--- src/rtl/exec_pkg.sv ---
// Shared opcodes, FSM/decode enums and instruction field positions for the
// execute-stage controller.
package exec_pkg;

  localparam logic [5:0] OP_LDI  = 6'd0;
  localparam logic [5:0] OP_MOV  = 6'd1;
  localparam logic [5:0] OP_LD   = 6'd2;
  localparam logic [5:0] OP_ST   = 6'd3;
  localparam logic [5:0] OP_ADD  = 6'd4;
  localparam logic [5:0] OP_SUB  = 6'd5;
  localparam logic [5:0] OP_NEG  = 6'd6;
  localparam logic [5:0] OP_MUL  = 6'd7;
  localparam logic [5:0] OP_AND  = 6'd8;
  localparam logic [5:0] OP_OR   = 6'd9;
  localparam logic [5:0] OP_XOR  = 6'd10;
  localparam logic [5:0] OP_NAND = 6'd11;
  localparam logic [5:0] OP_NOR  = 6'd12;
  localparam logic [5:0] OP_XNOR = 6'd13;
  localparam logic [5:0] OP_NOT  = 6'd14;
  localparam logic [5:0] OP_SHL  = 6'd15;
  localparam logic [5:0] OP_SHR  = 6'd16;

  localparam int F_OPC_HI   = 31, F_OPC_LO   = 26;
  localparam int F_RDST2_HI = 25, F_RDST2_LO = 21;
  localparam int F_RDST1_HI = 20, F_RDST1_LO = 16;
  localparam int F_RSRC2_HI = 9,  F_RSRC2_LO = 5;
  localparam int F_RSRC1_HI = 4,  F_RSRC1_LO = 0;
  localparam int F_IMM_HI   = 15, F_IMM_LO   = 0;
  localparam int F_LDA_HI   = 7,  F_LDA_LO   = 0;
  localparam int F_STA_HI   = 25, F_STA_LO   = 18;

  localparam int unsigned MUL_LAT_MIN = 1;
  localparam int unsigned MUL_LAT_MAX = 15;

  typedef enum logic [2:0] {S_IDLE, S_RD, S_EX, S_MEM, S_WB1, S_WB2} state_t;
  typedef enum logic [2:0] {C_LDI, C_MOV, C_LD, C_ST, C_ALU, C_MUL, C_ILL} iclass_t;

endpackage

--- src/rtl/exec_decode.sv ---
// Combinational instruction decode: class, register fields, memory addresses
// and immediate.
module exec_decode
  import exec_pkg::*;
(
  input  logic [31:0] instr,
  output logic [2:0]  cls,
  output logic [4:0]  alu_op,
  output logic [4:0]  rdst2,
  output logic [4:0]  rdst1,
  output logic [4:0]  rsrc2,
  output logic [4:0]  rsrc1,
  output logic [7:0]  ld_addr,
  output logic [7:0]  st_addr,
  output logic [15:0] imm16
);

  logic [5:0] opc;

  assign opc     = instr[F_OPC_HI:F_OPC_LO];
  assign alu_op  = opc[4:0];
  assign rdst2   = instr[F_RDST2_HI:F_RDST2_LO];
  assign rdst1   = instr[F_RDST1_HI:F_RDST1_LO];
  assign rsrc2   = instr[F_RSRC2_HI:F_RSRC2_LO];
  assign rsrc1   = instr[F_RSRC1_HI:F_RSRC1_LO];
  assign ld_addr = instr[F_LDA_HI:F_LDA_LO];
  assign st_addr = instr[F_STA_HI:F_STA_LO];
  assign imm16   = instr[F_IMM_HI:F_IMM_LO];

  always_comb begin
    cls = C_ILL;
    case (opc)
      OP_LDI: cls = C_LDI;
      OP_MOV: cls = C_MOV;
      OP_LD:  cls = C_LD;
      OP_ST:  cls = C_ST;
      OP_MUL: cls = C_MUL;
      OP_ADD, OP_SUB, OP_NEG, OP_AND, OP_OR, OP_XOR, OP_NAND,
      OP_NOR, OP_XNOR, OP_NOT, OP_SHL, OP_SHR: cls = C_ALU;
      default: cls = C_ILL;
    endcase
  end

endmodule

--- src/rtl/exec_ctrl.sv ---
// Execute-stage controller: accepts one instruction, reads operands, sequences
// the shared ALU, data-memory handshake and up to two register writebacks.
module exec_ctrl
  import exec_pkg::*;
#(
  parameter int unsigned MUL_LAT = 4
) (
  input  logic        clk,
  input  logic        rst,
  input  logic        instr_valid,
  output logic        instr_ready,
  input  logic [31:0] instr,
  output logic [4:0]  rf_raddr_a,
  output logic [4:0]  rf_raddr_b,
  input  logic [15:0] rf_rdata_a,
  input  logic [15:0] rf_rdata_b,
  output logic        rf_we,
  output logic [4:0]  rf_waddr,
  output logic [15:0] rf_wdata,
  output logic        alu_start,
  output logic [4:0]  alu_op,
  output logic [15:0] alu_a,
  output logic [15:0] alu_b,
  input  logic [31:0] alu_result,
  output logic        dmem_req,
  output logic        dmem_we,
  output logic [7:0]  dmem_addr,
  output logic [15:0] dmem_wdata,
  input  logic [15:0] dmem_rdata,
  input  logic        dmem_ack,
  output logic        busy,
  output logic        illegal
);

  // Out-of-range latencies are clamped so the 4-bit EX counter stays valid.
  localparam int unsigned LAT = (MUL_LAT < MUL_LAT_MIN) ? MUL_LAT_MIN :
                                (MUL_LAT > MUL_LAT_MAX) ? MUL_LAT_MAX : MUL_LAT;
  localparam logic [3:0] EX_LAST = 4'(LAT - 1);

  state_t      state, state_nx;
  logic [31:0] instr_q, dec_instr, res_q;
  logic [15:0] opa, opb;
  logic [3:0]  ex_cnt;
  logic        illegal_q, accept, ex_last;

  logic [2:0]  cls;
  logic [4:0]  dec_op, rdst2, rdst1, rsrc2, rsrc1;
  logic [7:0]  ld_addr, st_addr;
  logic [15:0] imm16;

  // Decode the incoming word while idle, the latched one everywhere else.
  assign dec_instr = (state == S_IDLE) ? instr : instr_q;

  exec_decode u_dec (
    .instr   (dec_instr),
    .cls     (cls),
    .alu_op  (dec_op),
    .rdst2   (rdst2),
    .rdst1   (rdst1),
    .rsrc2   (rsrc2),
    .rsrc1   (rsrc1),
    .ld_addr (ld_addr),
    .st_addr (st_addr),
    .imm16   (imm16)
  );

  assign accept  = (state == S_IDLE) && instr_valid;
  assign ex_last = (cls == C_MUL) ? (ex_cnt == EX_LAST) : 1'b1;

  always_ff @(posedge clk) begin
    if (rst) state <= S_IDLE;
    else     state <= state_nx;
  end

  always_comb begin
    state_nx = state;
    case (state)
      S_IDLE:
        if (instr_valid) begin
          case (cls)
            C_LDI:   state_nx = S_WB1;
            C_LD:    state_nx = S_MEM;
            C_ILL:   state_nx = S_IDLE;
            default: state_nx = S_RD;
          endcase
        end
      S_RD: begin
        case (cls)
          C_MOV:   state_nx = S_WB1;
          C_ST:    state_nx = S_MEM;
          default: state_nx = S_EX;
        endcase
      end
      S_EX:    if (ex_last) state_nx = S_WB1;
      S_MEM:   if (dmem_ack) state_nx = (cls == C_ST) ? S_IDLE : S_WB1;
      S_WB1:   state_nx = (cls == C_MUL) ? S_WB2 : S_IDLE;
      S_WB2:   state_nx = S_IDLE;
      default: state_nx = S_IDLE;
    endcase
  end

  always_ff @(posedge clk) begin
    if (rst) begin
      instr_q   <= '0;
      opa       <= '0;
      opb       <= '0;
      res_q     <= '0;
      ex_cnt    <= '0;
      illegal_q <= 1'b0;
    end else begin
      illegal_q <= accept && (cls == C_ILL);
      if (accept) instr_q <= instr;
      if (state == S_RD) begin
        opa <= rf_rdata_a;
        opb <= rf_rdata_b;
      end
      if (state == S_EX) begin
        ex_cnt <= ex_last ? 4'd0 : ex_cnt + 4'd1;
        if (ex_last) res_q <= alu_result;
      end
      if (state == S_MEM && dmem_ack && cls == C_LD) res_q <= {16'h0, dmem_rdata};
    end
  end

  always_comb begin
    instr_ready = (state == S_IDLE);
    busy        = (state != S_IDLE);
    rf_raddr_a  = '0;
    rf_raddr_b  = '0;
    rf_we       = 1'b0;
    rf_waddr    = '0;
    rf_wdata    = '0;
    alu_start   = 1'b0;
    alu_op      = '0;
    dmem_req    = 1'b0;
    dmem_we     = 1'b0;
    dmem_addr   = '0;
    dmem_wdata  = '0;
    case (state)
      S_RD: begin
        rf_raddr_a = rsrc2;
        rf_raddr_b = rsrc1;
      end
      S_EX: begin
        alu_op    = dec_op;
        alu_start = (ex_cnt == 4'd0);
      end
      S_MEM: begin
        dmem_req   = 1'b1;
        dmem_we    = (cls == C_ST);
        dmem_addr  = (cls == C_ST) ? st_addr : ld_addr;
        dmem_wdata = (cls == C_ST) ? opb : 16'h0;
      end
      S_WB1: begin
        rf_we    = 1'b1;
        rf_waddr = (cls == C_ALU || cls == C_MUL) ? rdst1 : rdst2;
        case (cls)
          C_LDI:   rf_wdata = imm16;
          C_MOV:   rf_wdata = opb;
          default: rf_wdata = res_q[15:0];
        endcase
      end
      S_WB2: begin
        rf_we    = 1'b1;
        rf_waddr = rdst2;
        rf_wdata = res_q[31:16];
      end
      default: ;
    endcase
  end

  assign alu_a   = opa;
  assign alu_b   = opb;
  assign illegal = illegal_q;

endmodule

--- config.mk ---
export PLATFORM = sky130hd
export DESIGN_NAME = exec_ctrl
export DESIGN_NICKNAME = d
export VERILOG_FILES = /design/src/rtl/exec_pkg.sv /design/src/rtl/exec_decode.sv /design/src/rtl/exec_ctrl.sv
export SDC_FILE = /design/constraint.sdc
export NUM_CORES = 1
export LEC_CHECK = 0
export BUFFER_PORTS_ARGS = -buffer_cell sky130_fd_sc_hd__buf_4
export CAP_MARGIN = 5
export CELL_PAD_IN_SITES_DETAIL_PLACEMENT = 1
export CELL_PAD_IN_SITES_GLOBAL_PLACEMENT = 2
export CORE_MARGIN = 2
export CORE_UTILIZATION = 28
export CTS_CLUSTER_SIZE = 20
export DETAILED_ROUTE_END_ITERATION = 8
export MAX_ROUTING_LAYER = met4
export PLACE_DENSITY_LB_ADDON = 0.1
export SLEW_MARGIN = 10
export SYNTH_ARGS = -nofsm -noshare
export SYNTH_HDL_FRONTEND = slang
export SYNTH_SLANG_ARGS = --single-unit
--- constraint.sdc ---
create_clock -name clk -period 3.61 [get_ports clk]
set_input_delay 0.1805 -clock clk [delete_from_list [all_inputs] [get_ports clk]]
set_output_delay 0.1805 -clock clk [all_outputs]
set_load 0.01 [all_outputs]
==> summary.md <==
| Metric | Value |
|---|---|
| Post-synth EDFFs | 0 |
| Worst-path fanout max | 30 |
| Status | completed |
| Tot GR Track Use | 23.06% |
| Area grow syn2layout | 38.45% |
| RSZ-0062 raised after global routing | false |
| Cell seen most often among critical-path stages | a221oi_1 |
| Clock sink count | 104 |
| Boundary Pins | around 220 |
| Maximum capacitance violations | 0 |
| Cells along the critical path | or3_1 -> inv_4 -> nand3_1 -> a221oi_4 -> buf_12 -> a221oi_1 -> a221oi_1 -> buf_4 |
| Final wirelength | 23.10 mm |
| IO buf count | about 210 |
| Most frequent cells in the layout | 224 x buf_4, 203 x nand2_1, 103 x dfxtp_1 |
| Clock group share of total power | approximately two fifths |
| # setup viols final | 0 |
| Avg WL per Cell | around 20 um |
| Pwr per Cell Area | 361.5 mW/mm^2 |
| Leak | 3.195 nW |
| Via count | 5927 |
| CP Data Arrival Time | 3.19 ns |
| Path category of the worst min-delay check | in2reg |
| Achievable Freq | ~300 MHz |
| Syn_nets | 821 |
| Core footprint | between 0.015 and 0.02 mm^2 |
| Vias in the first global route | 6031 |
| Most common flop cell mapped by yosys | dfxtp_1 |
| Fin crit share | slightly above 90% |
| DRT antenna net count | 0 |
| CTS tree | done |
| Post-CTS Hold Fix Bufs | 0 |
| CTS root buffer | clkbuf_16 |
| Setup TNS | 0 ns |
| Max stage delay cell, worst path | or3_1 |
| Slew Viols, Final | 0 |
| H-tree depth | 3 |
| Peak supply drop | 216.4 uV |
| Final nets | 998 |
| Commonest non-fill, non-tap cell in the layout | buf_4 |
| Largest net degree at the start of global routing | 75 |
| Layout cells sized above 1 | between 20% and 30% |
| Initial Utilization | 28.81% |
| Pint | 1.936 mW |
| GPL Wtd Cong | just under 0.9 |
| Die area | 0.02050 mm^2 |
| Critical Path End Type | primary output |
| Switch share | between 20 and 30% |
| Initial antenna violation count | 1 |
| Syn_area_per_cell | between 7 and 8 um^2 |
| Post-synth ARST share | 0% |
| Max incr delay on CP | 0.59 ns |
| Seq cells post-synth | around 100 |
| Worst Path Required | about 3.4 ns |
| Final Hold Viols | 0 |
| Initial DRC Count | 388 |
| DIE WIDTH | 143.2 um |
| Via density | 5.172 |
| Sequential share of the synthesized area | 38.38% |
| DRC Markers | 0 |
| Number of CTS-inserted buffers | 9 |
| Flop pwr share | approximately 45% |
| Worst slew pin tran | approximately 1.2 ns |
| Worst slew margin | 20.96% |
| Crit path kind | reg2out |
| P_sw | 0.7786 mW |
| Cell Rows | 50 |
| Post-Syn Area | roughly 0.0054 mm^2 |
| WHS | 0.04235 ns |
| Number of filler cells placed in the layout | 2311 |
| Cells after Synth | 703 |
| Worst clock skew | 0.01003 ns |
| Final min period | between 3 and 4 ns |
| Critical path launch point type | register |
| CTS max path bufs | 2 |
| HPWL after DPL | 17.40 mm |
| Die Y-Extent | roughly 140 um |
| Combinational Power Share | 15.4% |
| Clk slew on worst S/H paths | about 0.08 ns |
| First-pass DRT Iterations | 5 |
| Netlist cell types | 56 |
| First-pass GRT wire length | 35.09 mm |
| Clock latency at the later pin of the worst-skew pair | 0.36 ns |
| Gr ovfl total | 0 |
| YS warnings | 0 |
[metal layers]
layer | vias to the layer above | GRT usage, % | share of wire, %
met2 | 190 | 35.78 | 46
met4 | 0 | 5.055 | 1.1
li1 | 2832 | - | -
met3 | 15 | 4.259 | 5.9
met1 | 2890 | 31.29 | 47
met5 | - | - | 0
[power by group through the flow]
| stage | Combinational [mW] | Sequential, mW | Clock (mW) |
|---|---|---|---|
| floorplan | 0.211 | 1.24 | 0 |
| global placement | 0.408 | 1.25 | 0 |
| detailed placement | 0.415 | 1.26 | 0 |
| CTS | 0.419 | 1.23 | 1.11 |
| global route | 0.456 | 1.24 | 1.14 |
| finish | 0.417 | 1.23 | 1.07 |
[cells in the mapped netlist, drive strengths merged (2+ instances only)]
| master | number | area, um^2 |
|---|---|---|
| nor2 | 31 | 116.4 |
| a32o | 2 | 20.02 |
| or3 | 4 | 25.02 |
| o211ai | 2 | 20.02 |
| a21oi | 71 | 359.1 |
| o2111ai | 15 | 131.4 |
| nor3 | 3 | 15.01 |
| o21ai | 6 | 30.03 |
| nand4 | 2 | 12.51 |
| a221oi | 32 | 297.8 |
| clkbuf | 43 | 161.4 |
| and3 | 30 | 187.7 |
| o31ai | 17 | 141.4 |
| a2111oi | 2 | 42.54 |
| a31oi | 3 | 18.77 |
| mux2i | 17 | 170.2 |
| and2 | 22 | 137.6 |
| a221o | 16 | 160.2 |
| inv | 28 | 107.6 |
| or3b | 2 | 17.52 |
| nand3 | 5 | 25.02 |
| ha | 2 | 25.02 |
| dfxtp | 104 | 2082 |
| buf | 16 | 105.1 |
| nor4 | 3 | 18.77 |
| nand2b | 3 | 18.77 |
| nand2 | 203 | 762.0 |
[metrics by stage]
| step | total power, mW | setup slack (ns) | instances | cell area (um^2) | utilization (%) |
|---|---|---|---|---|---|
| global route | 2.833 | 0.004297 | 1146 | 7511 | 39.89 |
| CTS | 2.757 | 0.1847 | 1145 | 7507 | 39.87 |
| global placement | 1.663 | 0.4619 | 1128 | 7173 | 38.09 |
| detailed placement | 1.672 | 0.3086 | 1128 | 7173 | 38.09 |
| finish | 2.715 | 0.2359 | 1146 | 7511 | 39.89 |
| floorplan | 1.456 | 1.343 | 703 | 5425 | - |
[state kept, by name, indices dropped and copies added, names as in the netlist]
signal   cells
state        3
illegal      1
res_q       32
alu_b       16
ex_cnt       4
alu_a       16
instr_q     32
[worst max-delay path, delay by kind of cell (launching register included)]
family,cells,cell delay (ns)
AOI/OAI and AO/OA,3,0.83
and+or+nand+nor,2,0.83
buffers and inverters,3,0.75
DFF,1,0.42
[what timing repair did]
| action | CTS | global route |
|---|---|---|
| endpoints found under the setup margin | 2 | 5 |
| gates resized for setup | 0 | 1 |
| pin swaps | 1 | 0 |
| buffers inserted | 1 | 0 |
| endpoints found under the hold margin | 0 | 0 |
[final timing paths]
path / from / endpoint / slack [ns] / cells after the start
hold / removal: alu_result[11] / res_q[11] / 0.04 / 2
setup reg to reg: state[1] / res_q[14] / 0.32 / 6
setup / recovery: state[1] / rf_wdata[4] / 0.24 / 8
hold reg to reg: instr_q[12] / instr_q[12] / 0.46 / 2
[cells by family (layout without fill, tap and decap cells)]
group / after synthesis / after routing / synth area share [%]
adder cells (fa/ha/maj): 2 / 2 / 0.4612
AND/OR/NAND/NOR: 316 / 316 / 25.92
flip-flops: 104 / 104 / 38.38
multiplexers: 17 / 17 / 3.136
other: 0 / 1 / 0
AO/OA/AOI/OAI: 177 / 177 / 25.21
buffers and inverters: 87 / 269 / 6.896
[cell type report]
class / instances / area [um^2] / share of cell area, %
diodes: 1 / 2.502 / 0.03332
inverters: 28 / 107.6 / 1.433
multi-input cells: 512 / 2977 / 39.63
clock inverters: 6 / 75.07 / 0.9995
well taps: 260 / 325.3 / 4.331
clock buffers: 10 / 239.0 / 3.182
repair buffers: 225 / 1702 / 22.66
flip-flops and latches: 104 / 2083 / 27.74
(Power assumes the default switching activity.)
